<file path="src/rtl/sched_pkg.sv">
// Shared types and constants for the barrel-pipeline issue scheduler.
package sched_pkg;

  typedef enum logic {T_IDLE, T_RUN} thread_state_t;

  localparam int NTHREAD = 4;
  localparam int PC_W    = 9;
  localparam int TID_W   = $clog2(NTHREAD);
  localparam int PC_INC  = 4;

endpackage

</file>
<file path="src/rtl/thread_scheduler_rr_picker.sv">
// Combinational rotating-priority encoder: searches req starting at last_tid+1.
module rr_picker
  import sched_pkg::*;
#(
  parameter int N  = NTHREAD,
  parameter int TW = TID_W
) (
  input  logic [N-1:0]  req,
  input  logic [TW-1:0] last_tid,
  output logic          gnt_valid,
  output logic [TW-1:0] gnt_tid
);

  logic [TW-1:0] idx;

  // Scan from farthest to nearest so the closest requester after last_tid wins.
  always_comb begin
    gnt_valid = 1'b0;
    gnt_tid   = last_tid;
    idx       = last_tid;
    for (int k = N; k >= 1; k--) begin
      idx = last_tid + TW'(k);
      if (req[idx]) begin
        gnt_valid = 1'b1;
        gnt_tid   = idx;
      end
    end
  end

endmodule

</file>
<file path="src/rtl/thread_scheduler.sv">
// Per-thread PC/run-state holder and round-robin issue picker feeding IMEM.
module thread_scheduler #(
  parameter int NTHREAD = 4,
  parameter int PC_W    = 9,
  parameter int MIN_GAP = 4
) (
  input  logic               clk,
  input  logic               rstb,
  input  logic               start,
  input  logic [1:0]         start_tid,
  input  logic [PC_W-1:0]    start_pc,
  input  logic               halt,
  input  logic [1:0]         halt_tid,
  input  logic               ex_branch,
  input  logic [1:0]         ex_tid,
  input  logic [PC_W-1:0]    ex_target,
  output logic               issue_valid,
  output logic [1:0]         issue_tid,
  output logic [PC_W-1:0]    issue_pc,
  output logic [NTHREAD-1:0] thread_active,
  output logic               busy
);

  import sched_pkg::*;

  localparam int GAP_W = 4;

  thread_state_t     state [NTHREAD];
  logic [PC_W-1:0]   pc    [NTHREAD];
  logic [GAP_W-1:0]  gap   [NTHREAD];
  logic [TID_W-1:0]  last_tid;

  logic [NTHREAD-1:0] elig_p0;
  logic               gnt_valid_p0;
  logic [TID_W-1:0]   gnt_tid_p0;
  logic [PC_W-1:0]    eff_pc_p0;

  logic               vld_p1;
  logic [TID_W-1:0]   tid_p1;
  logic [PC_W-1:0]    pc_p1;

  function automatic logic [PC_W-1:0] pc_advance(input logic [PC_W-1:0] p);
    return p + PC_W'(PC_INC);
  endfunction

  // Stage p0: eligibility, pick, and branch-bypassed fetch address.
  always_comb begin
    for (int i = 0; i < NTHREAD; i++) begin
      elig_p0[i] = (state[i] == T_RUN) && (gap[i] == '0) &&
                   !(halt && (halt_tid == TID_W'(i)));
    end
  end

  rr_picker #(
    .N  (NTHREAD),
    .TW (TID_W)
  ) u_picker (
    .req       (elig_p0),
    .last_tid  (last_tid),
    .gnt_valid (gnt_valid_p0),
    .gnt_tid   (gnt_tid_p0)
  );

  assign eff_pc_p0 = (ex_branch && (ex_tid == gnt_tid_p0)) ? ex_target : pc[gnt_tid_p0];

  // Stage p1: thread state update and registered issue slot.
  always_ff @(posedge clk or negedge rstb) begin
    if (!rstb) begin
      last_tid <= TID_W'(NTHREAD - 1);
      vld_p1   <= 1'b0;
      tid_p1   <= '0;
      pc_p1    <= '0;
      for (int i = 0; i < NTHREAD; i++) begin
        state[i] <= T_IDLE;
        pc[i]    <= '0;
        gap[i]   <= '0;
      end
    end else begin
      vld_p1 <= gnt_valid_p0;
      if (gnt_valid_p0) begin
        tid_p1   <= gnt_tid_p0;
        pc_p1    <= eff_pc_p0;
        last_tid <= gnt_tid_p0;
      end
      for (int i = 0; i < NTHREAD; i++) begin
        if (halt && (halt_tid == TID_W'(i))) begin
          state[i] <= T_IDLE;
          if (gap[i] != '0) gap[i] <= gap[i] - 1'b1;
        end else if (start && (start_tid == TID_W'(i))) begin
          // A restart wins over a same-cycle issue or branch for this thread.
          state[i] <= T_RUN;
          pc[i]    <= start_pc;
          gap[i]   <= '0;
        end else if (gnt_valid_p0 && (gnt_tid_p0 == TID_W'(i))) begin
          pc[i]  <= pc_advance(eff_pc_p0);
          gap[i] <= GAP_W'(MIN_GAP - 1);
        end else begin
          if (ex_branch && (ex_tid == TID_W'(i)) && (state[i] == T_RUN)) pc[i] <= ex_target;
          if (gap[i] != '0) gap[i] <= gap[i] - 1'b1;
        end
      end
    end
  end

  always_comb begin
    for (int i = 0; i < NTHREAD; i++) thread_active[i] = (state[i] == T_RUN);
  end

  assign busy        = |thread_active;
  assign issue_valid = vld_p1;
  assign issue_tid   = tid_p1;
  assign issue_pc    = pc_p1;

endmodule
</file>
<file path="config.mk">
export PLATFORM = sky130hd
export DESIGN_NAME = thread_scheduler
export DESIGN_NICKNAME = d
export VERILOG_FILES = /design/src/rtl/sched_pkg.sv /design/src/rtl/thread_scheduler_rr_picker.sv /design/src/rtl/thread_scheduler.sv
export SDC_FILE = /design/constraint.sdc
export NUM_CORES = 1
export LEC_CHECK = 0
export ABC_AREA = 1
export BUFFER_PORTS_ARGS = -buffer_cell sky130_fd_sc_hd__buf_4
export CAP_MARGIN = 20
export CORE_MARGIN = 2
export CORE_UTILIZATION = 50
export DETAILED_ROUTE_END_ITERATION = 10
export PLACE_DENSITY = 0.65
export SETUP_SLACK_MARGIN = 0.3
export SLEW_MARGIN = 30
export SYNTH_ARGS = -nofsm -noshare
export SYNTH_HDL_FRONTEND = slang
export SYNTH_SLANG_ARGS = --single-unit
</file>
<file path="constraint.sdc">
create_clock -name clk -period 3.55 [get_ports clk]
set_input_delay 0.355 -clock clk [delete_from_list [all_inputs] [get_ports clk]]
set_output_delay 0.355 -clock clk [all_outputs]
set_load 0.05 [all_outputs]
</file>
Word level (Yosys, flattened, before mapping)
Cells that the tools add are included.

Bits in registers: 70. Word-level logic and storage cells: 160. Output and inout port bits: 17.

Reductions and logical operators: 58. Mux-type cells: 55. Eq/ne operators: 13. Bitwise operators: 5. Add/subtract/negate cells: 8. Magnitude comparators: 5.

Operators by type and width (number): $mux 9 (15); $mux 4 (16); $logic_and 1x1->1 (29); $bmux 9 s2 (1); $eq 2x2->1 const B (8); $logic_not 4->1 (4); $mux 1 (16); $reduce_bool 4->1 (4); $sub 4x1->4 const B (4); $lt 2x3->1 const B (4); $reduce_bool 3->1 (4); $add 9x3->9 const B (1); $bmux 1 s2 (4); $eq 2x1->1 const B (4); $logic_not 2->1 (4); $reduce_and 2->1 (4); $reduce_bool 2->1 (4); $mux 2 (3); $add 2x2->2 const B (2); $logic_not 1->1 (4); $not 1->1 (4); $reduce_or 4->1 (1); $ge 3x3->1 const B (1); $not 2->3 (1); other kinds (2) (2).

Logic depth before layout (Yosys ltp)
Gate-level depths: netlist of the first run.

Depth in word-level cells: 17. Gate-level depth with buffers: 28. Mapped depth without buffers: 27.

Modules after synthesis
A second synthesis of the first run with hierarchy kept.

Cell total of the unflattened synthesis: 655. Area, all modules: 4581.9 sq um.

Modules (own cells, without submodules): thread_scheduler (cells an instance 609, area an instance 4367.9 sq um, times used 1); rr_picker (cells an instance 46, area an instance 214.0 sq um, times used 1).

Worst setup path before layout of the first run
OpenSTA, ideal clock, no wires.

Path kind: register to register. Start point: register gap[12] in the netlist's numbering. End point: register pc[15] in the netlist's numbering. Data arrival time: 2.894 ns. Path slack: 0.574 ns. Stages on the path, launching flop included: 29. Data required time: 3.468 ns. Library setup time: 0.082 ns. Cells stage by stage: dfrtp_1 -> inv_1 -> ha_1 -> nand2_1 -> nor2_4 -> nand3_1 -> nand2_1 -> nand3_2 -> nand2_2 -> inv_4 -> o21ai_4 -> nand2_4 -> nand2_4 -> buf_6 -> nand2_1 -> o21ai_1 -> nand2_1 -> nand2_1 -> nand2_1 -> nand2_4 -> inv_2 -> ha_1 -> inv_1 -> nor2_8 -> nand2_1 -> nand3_1 -> nand2_1 -> nand2_1 -> a22oi_2.

Word-level cells in the longest chain between the ends: 16. Elaborated cells on any way between the ends: 32. Those cells by class: add/sub (1); eq/ne (2); mux (21); bitwise (1); reduce/logical (7).

RTL lines: start: declaration (RTL line thread_scheduler.sv:30) `logic [GAP_W-1:0] gap [NTHREAD];`; start signal: indexed assignment (RTL line thread_scheduler.sv:96) `gap[i] <= GAP_W'(MIN_GAP - 1);`; $logic_not 4->1 (*) (RTL line thread_scheduler.sv:49) `elig_p0[i] = (state[i] == T_RUN) && (gap[i] == '0) &&`; $logic_and 1x1->1 (*) (2 in series) (RTL line thread_scheduler.sv:49); $bmux 1 s2 (RTL line thread_scheduler_rr_picker.sv:23) `if (req[idx]) begin`; $mux 1 (not written as such) (RTL line thread_scheduler_rr_picker.sv:23); $mux 2 (2 in series) (RTL line thread_scheduler_rr_picker.sv:23); $mux 2 (*) (RTL line thread_scheduler_rr_picker.sv:23); $not 2->3 (not written as such) (RTL line thread_scheduler.sv:64) `assign eff_pc_p0 = (ex_branch && (ex_tid == gnt_tid_p0)) ? ex_target : pc[gnt_tid_p0];`; $bmux 9 s2 (RTL line thread_scheduler.sv:64); $mux 9 (not written as such) (2 in series) (RTL line thread_scheduler.sv:64); $mux 9 (*) (RTL line thread_scheduler.sv:64); net eff_pc_p0[2] (RTL line thread_scheduler.sv:36) `logic [PC_W-1:0] eff_pc_p0;`; $add 9x3->9 (*) (RTL line thread_scheduler.sv:43) `return p + PC_W'(PC_INC);`; $mux 9 (*) (RTL line thread_scheduler.sv:94) `end else if (gnt_valid_p0 && (gnt_tid_p0 == TID_W'(i))) begin`; $mux 9 (*) (RTL line thread_scheduler.sv:89) `end else if (start && (start_tid == TID_W'(i))) begin`; end signal: indexed assignment (RTL line thread_scheduler.sv:92) `pc[i] <= start_pc;`; end signal: indexed assignment (RTL line thread_scheduler.sv:95) `pc[i] <= pc_advance(eff_pc_p0);`; end signal: indexed assignment (RTL line thread_scheduler.sv:98) `if (ex_branch && (ex_tid == TID_W'(i)) && (state[i] == T_RUN)) pc[i] <= ex_target;`; end: declaration (RTL line thread_scheduler.sv:29) `logic [PC_W-1:0] pc [NTHREAD];`.

The timed path passes the listed nets; every way through them passes the cells marked *. The select of a mux whose other input is x is not followed. A chain may end at the register's enable or synchronous reset.

Worst setup path in the final report of the first run
Start point: register gap[13] in the netlist's numbering. End point: register pc[10] in the netlist's numbering.

Word-level cells in the longest chain between the ends: 16. Elaborated cells on any way between the ends: 32. Those cells by class: add/sub (1); eq/ne (2); mux (21); bitwise (1); reduce/logical (7).

RTL lines (RTL line): $logic_not 4->1 (*) (thread_scheduler.sv:49); $logic_and 1x1->1 (*) (2 in series) (thread_scheduler.sv:49); $bmux 1 s2 (thread_scheduler_rr_picker.sv:23); $mux 1 (not written as such) (thread_scheduler_rr_picker.sv:23); $mux 2 (3 in series) (thread_scheduler_rr_picker.sv:23); $not 2->3 (not written as such) (thread_scheduler.sv:64); $bmux 9 s2 (thread_scheduler.sv:64); $mux 9 (not written as such) (2 in series) (thread_scheduler.sv:64); $mux 9 (thread_scheduler.sv:64); $add 9x3->9 (thread_scheduler.sv:43); $mux 9 (thread_scheduler.sv:94); $mux 9 (thread_scheduler.sv:89).

Mark *: on every way between the ends. The rest lies on a longest branch, timed or not. The select of a mux whose other input is x is not followed.

==> results_dict.tcl, run 1 <==
set metrics [dict create \
    detailed_place.area_um2 5470 \
    routed_wl_um 15500 \
    antenna-diode-count 0 \
    cell_with_the_most_instances_on_the_worst_path "sky130_fd_sc_hd__nand2_2" \
    grt_use_total 0.294 \
    max_freq_mhz 325 \
    fp.dieH_um 103 \
    cts_tree "built" \
    finalCritPeriodShare 0.867 \
    gpl.final_weighted_congestion 0.909 \
    drt.antenna.violating_nets 0 \
    drt_iter0_drc 439 \
    insertion_delay_ns 0.35 \
    hold_buffers 0 \
    failed_checks "negative hold slack" \
    floorplan.core_area_um2 9680 \
    finalMaxSlewViolations 0 \
    final_common_cell "sky130_fd_sc_hd__nand2_1" \
    hold_violations 5 \
    worst-setup-path-type "flop to flop" \
    synth.net_count 677 \
    dominantRegCellSynth "sky130_fd_sc_hd__dfrtp_1" \
    grt_start_max_net_pins 71 \
    critical_path_buf_inv_count 5 \
    tightestPinTransition_ns 0.680 \
    floorplan.die.width_um 103 \
    grt_first_pass_wirelength_um 23800 \
    reg2reg_depth 22 \
    yosysUniqueCellTypes 52 \
    required_ns 3.82 \
    stdcell_area_um2 6090 \
    fin_nets 753 \
    mostFrequentLayoutCells "sky130_fd_sc_hd__nand2_1, sky130_fd_sc_hd__buf_4, sky130_fd_sc_hd__inv_1" \
    grt_antenna_before_repair 0 \
    r2r_start "gap[13]" \
    cts-root-buf "sky130_fd_sc_hd__clkbuf_8" \
    avgRoutedWirePerCell_um 18.2 \
    postSynthAreaPerCell_um2 7.73 \
    regToRegSetupSlack_ns 0.47 \
    totalNegativeSetupSlack_ns 0 \
    final.setup_skew_ns 0.00823 \
    via_density_per_instance 5.72 \
    max-cap-violations 0 \
    grt_overflow_total 0 \
    yosys_warnings 0 \
    critical_path_peak_fanout 12 \
    buffer_ports.inserted 45 \
    layout-area-overhead-vs-synth_pct 23.4 \
    async_reset_ff_frac 1.00 \
    post_synth_instance_area_um2 4940 \
    cpPeakStageDelay_ns 0.40 \
    min_path_type "input pin to asynchronous set/reset pin" \
    crit_family "simple AND/OR/NAND/NOR gates" \
    io-pin-count 46 \
    floorplan.rows 36 \
    floorplan.initialDensity 0.510 \
    grt_pass1_vias 4588 \
    routed-via-count 4876 \
    share_of_the_yosys_chip_area_belonging_to_registers 0.355 \
    clk_path_buf_depth 2 \
    dieArea_um2 10700 \
    cts-htree-levels 3 \
    detailedRoute.firstPassIterationCount 6 \
    rsz0062_at_grt "yes" \
    setup_viol 0 \
    critical_path.startpoint_type "flop" \
    clock_tree_sinks 70 \
    crit_arrival_ns 3.34 \
    netlist_instances 639 \
    cts_buffers 9 \
    postSynthRegisterBits 70 \
    end_kind "flop" \
    slew-limit-headroom 0.547 \
    clkSlewWorstSetupHoldPaths_ns 0.08 \
    path_cells "inv_1 > ha_1 > nand2_2 > nor2_4 > nand3_1 > nand2_1 > nand3_2 > nand2_2 > nor2_2 > nand2_2 > nand2_2 > inv_4 > nand2_2 > buf_4 > nor2_2 > nor2_4 > o21ai_1 > nand2_1 > buf_4 > inv_2 > o221ai_1 > o21ai_1" \
    min_period_ns 3.08 \
    rr_endpoint "pc[10]" \
    worst_path_max_delay_cell "sky130_fd_sc_hd__dfrtp_1" \
    outcome "finished, violations left" \
    holdWs_ns -0.0209 \
    post-dp-hpwl_um 10800 \
    layout-drive-gt1-share 0.325 \
    drt_drc_violations_left 0 \
    synth_edf_count 0 \
]
Yosys cell counts, types with 3 or more instances:
cell type | count | area [um^2]
sky130_fd_sc_hd__nor2_4 | 9 | 101
sky130_fd_sc_hd__ha_1 | 9 | 113
sky130_fd_sc_hd__inv_1 | 82 | 308
sky130_fd_sc_hd__nand3_1 | 46 | 230
sky130_fd_sc_hd__nor4_1 | 4 | 25.0
sky130_fd_sc_hd__o2111ai_1 | 4 | 35.0
sky130_fd_sc_hd__a22oi_2 | 7 | 87.6
sky130_fd_sc_hd__nand4_1 | 4 | 25.0
sky130_fd_sc_hd__a31oi_1 | 6 | 37.5
sky130_fd_sc_hd__nand2_4 | 8 | 90.1
sky130_fd_sc_hd__a21oi_1 | 26 | 130
sky130_fd_sc_hd__o21ai_2 | 4 | 35.0
sky130_fd_sc_hd__a221oi_2 | 8 | 120
sky130_fd_sc_hd__clkbuf_1 | 7 | 26.3
sky130_fd_sc_hd__a221oi_1 | 9 | 78.8
sky130_fd_sc_hd__inv_2 | 11 | 41.3
sky130_fd_sc_hd__o221ai_1 | 4 | 35.0
sky130_fd_sc_hd__dfrtp_1 | 68 | 1700
sky130_fd_sc_hd__o21ai_0 | 30 | 150
sky130_fd_sc_hd__o21ai_1 | 15 | 75.1
sky130_fd_sc_hd__a211oi_1 | 3 | 22.5
sky130_fd_sc_hd__nor2_1 | 45 | 169
sky130_fd_sc_hd__nor2_2 | 8 | 50.1
sky130_fd_sc_hd__a22oi_1 | 4 | 30.0
sky130_fd_sc_hd__nand3_2 | 9 | 90.1
sky130_fd_sc_hd__nand2_1 | 140 | 526
sky130_fd_sc_hd__buf_6 | 6 | 67.6
sky130_fd_sc_hd__o22ai_1 | 6 | 37.5
sky130_fd_sc_hd__nand2_2 | 19 | 119
sky130_fd_sc_hd__nor3_1 | 8 | 40.0
what timing repair did:
item	CTS	global route
setup buffers	5	13
gates resized for setup	8	41
endpoints found under the setup margin	16	28
cloned	0	1
pin swaps	2	16
cell type report:
class	count	area (um^2)
clock buffers	10	138
clock inverters	6	133
fillers	846	3590
inverters	95	362
multi-input cells	459	2930
flip-flops and latches	70	1750
well taps	133	166
repair buffers	80	612
worst reg2reg max path, stage by stage, from the launching register on:
cell	delay, ns
sky130_fd_sc_hd__dfrtp_1	0.40
sky130_fd_sc_hd__inv_1	0.08
sky130_fd_sc_hd__ha_1	0.15
sky130_fd_sc_hd__nand2_2	0.08
sky130_fd_sc_hd__nor2_4	0.12
sky130_fd_sc_hd__nand3_1	0.11
sky130_fd_sc_hd__nand2_1	0.12
sky130_fd_sc_hd__nand3_2	0.10
sky130_fd_sc_hd__nand2_2	0.13
sky130_fd_sc_hd__nor2_2	0.05
sky130_fd_sc_hd__nand2_2	0.07
sky130_fd_sc_hd__nand2_2	0.08
sky130_fd_sc_hd__inv_4	0.14
sky130_fd_sc_hd__nand2_2	0.12
sky130_fd_sc_hd__buf_4	0.18
sky130_fd_sc_hd__nor2_2	0.16
sky130_fd_sc_hd__nor2_4	0.11
sky130_fd_sc_hd__o21ai_1	0.11
sky130_fd_sc_hd__nand2_1	0.06
sky130_fd_sc_hd__buf_4	0.19
sky130_fd_sc_hd__inv_2	0.15
sky130_fd_sc_hd__o221ai_1	0.13
sky130_fd_sc_hd__o21ai_1	0.16
cell families after synthesis:
family | synth area share
and+or+nand+nor | 0.320
AOI/OAI and AO/OA | 0.197
buffers and inverters | 0.0963
DFF | 0.355
adders and majority gates | 0.0228
xor gates and xnor gates | 0.00862
stage by stage:
step                utilization  worst slack, ns  hold WS, ns  cells
CTS                       0.601            0.302        0.171    839
finish                    0.629            0.473      -0.0209    853
global placement          0.565            0.321        0.458    818
floorplan                     -            0.574       0.0594    639
detailed placement        0.565            0.214        0.460    818
global route              0.629            0.268       0.0704    853
registers in the layout (all words and copies together), names as in the netlist:
| signal | flops |
|---|---|
| issue_valid | 1 |
| gap | 16 |
| issue_tid | 2 |
| last_tid | 2 |
| pc | 36 |
| thread_active | 4 |
| issue_pc | 9 |
worst max path at each step:
stage                            from  endpoint  slack (ns)  cells past startpoint
final                         gap[13]    pc[10]        0.47                     22
after global routing          gap[13]    pc[33]        0.27                     25
after CTS                     gap[12]    pc[26]        0.30                     26
after detailed placement       gap[0]    pc[31]        0.21                     21
after global placement    last_tid[0]    pc[24]        0.32                     20
after floorplan               gap[12]    pc[15]        0.57                     28
metal layers:
metal  vias up  track usage  routed length [um]
met5         -            0                   0
met4         0       0.0921                 377
met3        35       0.0544                1430
met2       252        0.467                7110
met1      2297        0.408                6590
li1       2292            -                   -
Power of run 1 is left out: the tool's default activity adds up to more than one toggle a clock period on the data nets, which glitch-free logic cannot reach.
==> inputs of run 2 (changes only) <==
--- a/config.mk
+++ b/config.mk
@@ -8,6 +8,7 @@
 export ABC_AREA = 1
 export BUFFER_PORTS_ARGS = -buffer_cell sky130_fd_sc_hd__buf_4
 export CAP_MARGIN = 20
+export CORE_ASPECT_RATIO = 1.75
 export CORE_MARGIN = 2
 export CORE_UTILIZATION = 50
 export DETAILED_ROUTE_END_ITERATION = 10
==> run 2 against run 1 <==
Net effect: the run now ends clean; critical path depth fell by 2; clock skew shrank 0.0030 ns; via count up 2.6%; core utilization grew 0.49 points; cell area up 1.3%; hold slack improved by 0.042 ns; register-to-register slack hardly changed; final cell count grew 0.12%; worst setup slack lost 0.013 ns; sequential share of layout area is 0.36 points lower; critical path type unchanged; critical endpoint is now pc[33]; largest cell class unchanged; highest routed layer unchanged.
==> results_dict.tcl, run 2 (synthesis gave the netlist of run 1 again) <==
set metrics [dict create \
    tightestPinTransition_ns 0.957 \
    met2_length_um 8350 \
    outcome "finished, final reports clean" \
    floorplan.rows 48 \
    totalNegativeSetupSlack_ns 0 \
    floorplan.core_area_um2 9730 \
    critical_path_peak_fanout 18 \
    largest_reg_flops 36 \
    gpl.final_weighted_congestion 0.980 \
    avgRoutedWirePerCell_um 19.1 \
    dieArea_um2 10700 \
    clk_path_buf_depth 2 \
    finalMaxSlewViolations 0 \
    drt.antenna.violating_nets 0 \
    cts-htree-levels 3 \
    maxUsedRoutingLayer "met4" \
    layout-drive-gt1-share 0.326 \
    final.fill_count 878 \
    end_kind "flop" \
    max-cap-violations 0 \
    final-seq-area_um2 1750 \
    timing.critical_path.from "gap[8]" \
    multi_input_comb_area_um2 2880 \
    mostFrequentLayoutCells "sky130_fd_sc_hd__nand2_1, sky130_fd_sc_hd__buf_4, sky130_fd_sc_hd__inv_1" \
    grt_first_pass_wirelength_um 25100 \
    io-pin-count 46 \
    placedCellCount 813 \
    routed_wl_um 16300 \
    via_density_per_instance 5.86 \
    hold_violations 0 \
    hold_buffers 0 \
    wl_met1_um 5820 \
    grt_use_total 0.312 \
    holdWs_ns 0.0211 \
    antenna-diode-count 0 \
    cell_count_final_fillers_out 854 \
    route.met3.wl_um 1170 \
    finalCritPeriodShare 0.870 \
    grt_antenna_before_repair 0 \
    final_common_cell "sky130_fd_sc_hd__nand2_1" \
    min_path_type "input pin to asynchronous set/reset pin" \
    detailedRoute.firstPassIterationCount 5 \
    cts-root-buf "sky130_fd_sc_hd__clkbuf_16" \
    cts_tree "built" \
    worst-setup-path-type "flop to flop" \
    final.setup_skew_ns 0.00520 \
    max_flop_register "pc" \
    setup_viol 0 \
    fp.dieH_um 135 \
    crit_arrival_ns 3.32 \
    post-dp-hpwl_um 11900 \
    grt_pass1_vias 4960 \
    drt_drc_violations_left 0 \
    required_ns 3.78 \
    r2r_start "gap[8]" \
    insertion_delay_ns 0.34 \
    grt_overflow_total 0 \
    fin_nets 762 \
    min_period_ns 3.09 \
    buffer_ports.inserted 45 \
    clkSlewWorstSetupHoldPaths_ns 0.06 \
    routed-via-count 5002 \
    layout-area-overhead-vs-synth_pct 25.0 \
    rsz0062_at_grt "no" \
    cts_buffers 9 \
    drt_iter0_drc 408 \
    grt_start_max_net_pins 71 \
    slew-limit-headroom 0.362 \
    critical_path.startpoint_type "flop" \
    clock_tree_sinks 70 \
    max_freq_mhz 324 \
    floorplan.initialDensity 0.507 \
    floorplan.die.width_um 79.1 \
]
[run 2: cell types whose count changed in the layout (fill, tap and decap cells not counted), sizes merged]
cell / delta
bufinv: -2
inv: +1
clkinv: +1
clkinvlp: +1
buf: +9
clkbuf: -1
[run 2: critical path, stage by stage, from the launching register on]
cell and delay [ns]:
sky130_fd_sc_hd__dfrtp_1 0.39, sky130_fd_sc_hd__inv_1 0.12, sky130_fd_sc_hd__ha_1 0.19, sky130_fd_sc_hd__nand3_2 0.10, sky130_fd_sc_hd__o21bai_1 0.25, sky130_fd_sc_hd__nand3_2 0.15
sky130_fd_sc_hd__nand2_4 0.11, sky130_fd_sc_hd__inv_2 0.05, sky130_fd_sc_hd__nand2_4 0.07, sky130_fd_sc_hd__nand3_4 0.13, sky130_fd_sc_hd__buf_4 0.19, sky130_fd_sc_hd__nand2_4 0.10
sky130_fd_sc_hd__nand2_2 0.11, sky130_fd_sc_hd__nor2_4 0.11, sky130_fd_sc_hd__inv_2 0.06, sky130_fd_sc_hd__nand2_1 0.09, sky130_fd_sc_hd__inv_2 0.05, sky130_fd_sc_hd__o21ai_2 0.36
sky130_fd_sc_hd__nand2_1 0.14, sky130_fd_sc_hd__a21oi_2 0.14, sky130_fd_sc_hd__nor2_1 0.05
[run 2: worst paths after layout]
check | depth (start not counted) | slack (ns) | end
setup / recovery | 20 | 0.46 | pc[33]
hold / removal | 1 | 0.02 | gap[15]
setup reg to reg | 20 | 0.46 | pc[33]
hold reg to reg | 1 | 0.47 | gap[6]
max in group asynchronous | 1 | 3.06 | issue_tid[1]
min in group clk | 3 | 0.33 | pc[28]
[run 2: final cells by class]
| cell class | instances | share of cell area |
|---|---|---|
| repair buffers | 89 | 0.113 |
| well taps | 125 | 0.0253 |
| inverters | 95 | 0.0586 |
| multi-input cells | 459 | 0.466 |
| clock buffers | 9 | 0.0365 |
| clock inverters | 7 | 0.0158 |
| flip-flops and latches | 70 | 0.284 |
[run 2: through the flow]
stage | worst slack [ns] | cell area [um^2] | util
after global placement | 0.335 | 5510 | 0.566
after floorplan | 0.574 | 4940 | -
after global routing | 0.239 | 6170 | 0.634
final | 0.460 | 6170 | 0.634
after CTS | 0.310 | 5860 | 0.602
after detailed placement | 0.251 | 5510 | 0.566
[run 2: metal layers]
metal / global-route usage / up-vias
li1: - / 2309
met1: 0.355 / 2377
met2: 0.540 / 235
met3: 0.0520 / 81
met4: 0.186 / 0
met5: 0 / -
[run 2: timing repair]
| item | 4_1_cts | 5_1_grt |
|---|---|---|
| pin swaps | 0 | 10 |
| gates cloned | 0 | 1 |
| resized for setup | 4 | 36 |
| setup buffers | 2 | 22 |
| setup endpoints to repair | 12 | 33 |
Power of run 2 is left out for the same reason.
==> inputs of run 3 (changes only) <==
--- a/config.mk
+++ b/config.mk
@@ -13,6 +13,7 @@
 export CORE_UTILIZATION = 50
 export DETAILED_ROUTE_END_ITERATION = 10
 export PLACE_DENSITY = 0.65
+export RECOVER_POWER = 100
 export SETUP_SLACK_MARGIN = 0.3
 export SLEW_MARGIN = 30
 export SYNTH_ARGS = -nofsm -noshare
==> run 3 against run 2 <==
Net effect: the run now ends with max-capacitance violations, max-slew violations left; final cell count is the same; maximum frequency fell by 4.1%; sequential share of layout area grew 0.61 points; hold slack gained 0.30 ns; count of clock-buffer cells in the layout unchanged; non-clock buffer count did not move; cell area down 2.1%; global-route usage unchanged; critical path depth down 3; critical path type unchanged; largest cell class unchanged.
==> results_dict.tcl, run 3 (synthesis gave the netlist of run 1 again) <==
set metrics [dict create \
    via_density_per_instance 5.85 \
    cts-htree-levels 3 \
    timing.critical_path.from "gap[0]" \
    totalNegativeSetupSlack_ns 0 \
    crit_arrival_ns 3.49 \
    insertion_delay_ns 0.34 \
    floorplan.core_area_um2 9730 \
    required_ns 3.81 \
    floorplan.rows 48 \
    clkSlewWorstSetupHoldPaths_ns 0.06 \
    floorplan.die.width_um 79.1 \
    grt_use_total 0.312 \
    detailedRoute.firstPassIterationCount 6 \
    antenna-diode-count 0 \
    max-cap-violations 1 \
    hold_buffers 0 \
    final-seq-area_um2 1750 \
    grt_antenna_before_repair 0 \
    floorplan.initialDensity 0.507 \
    gpl.final_weighted_congestion 0.980 \
    multi_input_comb_area_um2 2840 \
    setup_viol 0 \
    min_path_type "input pin to flop" \
    hold_violations 0 \
    fp.dieH_um 135 \
    final_common_cell "sky130_fd_sc_hd__nand2_1" \
    rr_endpoint "pc[28]" \
    worstSetupEndpoint "pc[28]" \
    cts_tree "built" \
    grt_pass1_vias 4960 \
    min_period_ns 3.22 \
    buffer_ports.inserted 45 \
    reg2reg_depth 17 \
    regToRegSetupSlack_ns 0.33 \
    drt_drc_violations_left 0 \
    end_kind "flop" \
    finalCritPeriodShare 0.908 \
    dieArea_um2 10700 \
    post-dp-hpwl_um 11900 \
    critical_path.startpoint_type "flop" \
    cts_buffers 9 \
    final.fill_count 900 \
    clock_tree_sinks 70 \
    finalMaxSlewViolations 71 \
    layout-drive-gt1-share 0.280 \
    tightestPinTransition_ns 1.81 \
    grt_start_max_net_pins 71 \
    final.setup_skew_ns 0.00469 \
    mostFrequentLayoutCells "sky130_fd_sc_hd__nand2_1, sky130_fd_sc_hd__inv_1, sky130_fd_sc_hd__dfrtp_1" \
    grt_first_pass_wirelength_um 25100 \
    clk_path_buf_depth 2 \
    critical_path_peak_fanout 7 \
    r2r_start "gap[0]" \
    io-pin-count 46 \
    avgRoutedWirePerCell_um 19.2 \
    layout-area-overhead-vs-synth_pct 22.4 \
    outcome "finished, violations left" \
    rsz0062_at_grt "no" \
    drt.antenna.violating_nets 0 \
    max_flop_register "pc" \
    routed_wl_um 16400 \
    cts-root-buf "sky130_fd_sc_hd__clkbuf_16" \
    worst-setup-path-type "flop to flop" \
    instance_count_along_the_most_critical_hold_path 3 \
    grt_overflow_total 0 \
    fin_nets 762 \
    max_freq_mhz 310 \
    routed-via-count 4993 \
    failed_checks "max-capacitance violations, max-slew violations" \
    slew-limit-headroom -0.207 \
    drt_iter0_drc 400 \
    largest_reg_flops 36 \
]
-- run 3: metrics by stage --
| stage | hold slack, ns | cells | worst slack, ns | util | instance area (um^2) |
|---|---|---|---|---|---|
| finish | 0.320 | 854 | 0.328 | 0.621 | 6040 |
| global route | 0.338 | 854 | 0.149 | 0.621 | 6040 |
| CTS | 0.183 | 831 | 0.310 | 0.602 | 5860 |
| detailed placement | 0.463 | 813 | 0.251 | 0.566 | 5510 |
| global placement | 0.459 | 813 | 0.335 | 0.566 | 5510 |
| floorplan | 0.0594 | 639 | 0.574 | - | 4940 |
-- run 3: final cells by class --
| type | instances | share of cell area |
|---|---|---|
| multi-input combinational | 459 | 0.470 |
| sequential | 70 | 0.290 |
| timing repair buffer | 89 | 0.101 |
| inverter | 95 | 0.0599 |
| clock buffer | 9 | 0.0373 |
| tap | 125 | 0.0259 |
| clock inverter | 7 | 0.0162 |
-- run 3: worst min-delay path by stage --
stage	from	end	slack, ns
after global routing	start_pc[0]	pc[27]	0.34
after detailed placement	gap[6]	gap[6]	0.46
after CTS	rstb	gap[6]	0.18
after global placement	gap[6]	gap[6]	0.46
final	start_pc[0]	pc[27]	0.32
after floorplan	rstb	gap[0]	0.06
-- run 3: timing repair --
action | 4_1_cts | 5_1_grt
endpoints found under the hold margin | 0 | 0
pin swaps | 0 | 10
endpoints found under the setup margin | 12 | 33
resized for setup | 4 | 36
setup buffers | 2 | 22
cloned | 0 | 1
-- run 3: worst max-delay path, stage by stage (launching register included) --
cell and delay, ns:
sky130_fd_sc_hd__dfrtp_1 0.39, sky130_fd_sc_hd__inv_1 0.11, sky130_fd_sc_hd__ha_1 0.19, sky130_fd_sc_hd__nand2_1 0.21
sky130_fd_sc_hd__o21ai_2 0.24, sky130_fd_sc_hd__nand3_2 0.14, sky130_fd_sc_hd__nand2_4 0.11, sky130_fd_sc_hd__inv_2 0.05
sky130_fd_sc_hd__nand2_4 0.07, sky130_fd_sc_hd__nand3_4 0.13, sky130_fd_sc_hd__buf_4 0.19, sky130_fd_sc_hd__nand2_4 0.10
sky130_fd_sc_hd__nand2_2 0.11, sky130_fd_sc_hd__inv_1 0.13, sky130_fd_sc_hd__a21oi_1 0.08, sky130_fd_sc_hd__a31oi_1 0.53
sky130_fd_sc_hd__o21ai_0 0.19, sky130_fd_sc_hd__a31oi_1 0.16
-- run 3: layer usage --
metal	track usage	wire [um]	up-vias
li1	-	-	2315
met4	0.186	972	0
met5	0	0	-
met1	0.355	5930	2378
met3	0.0520	1110	77
met2	0.540	8350	223
Power of run 3 is left out for the same reason.
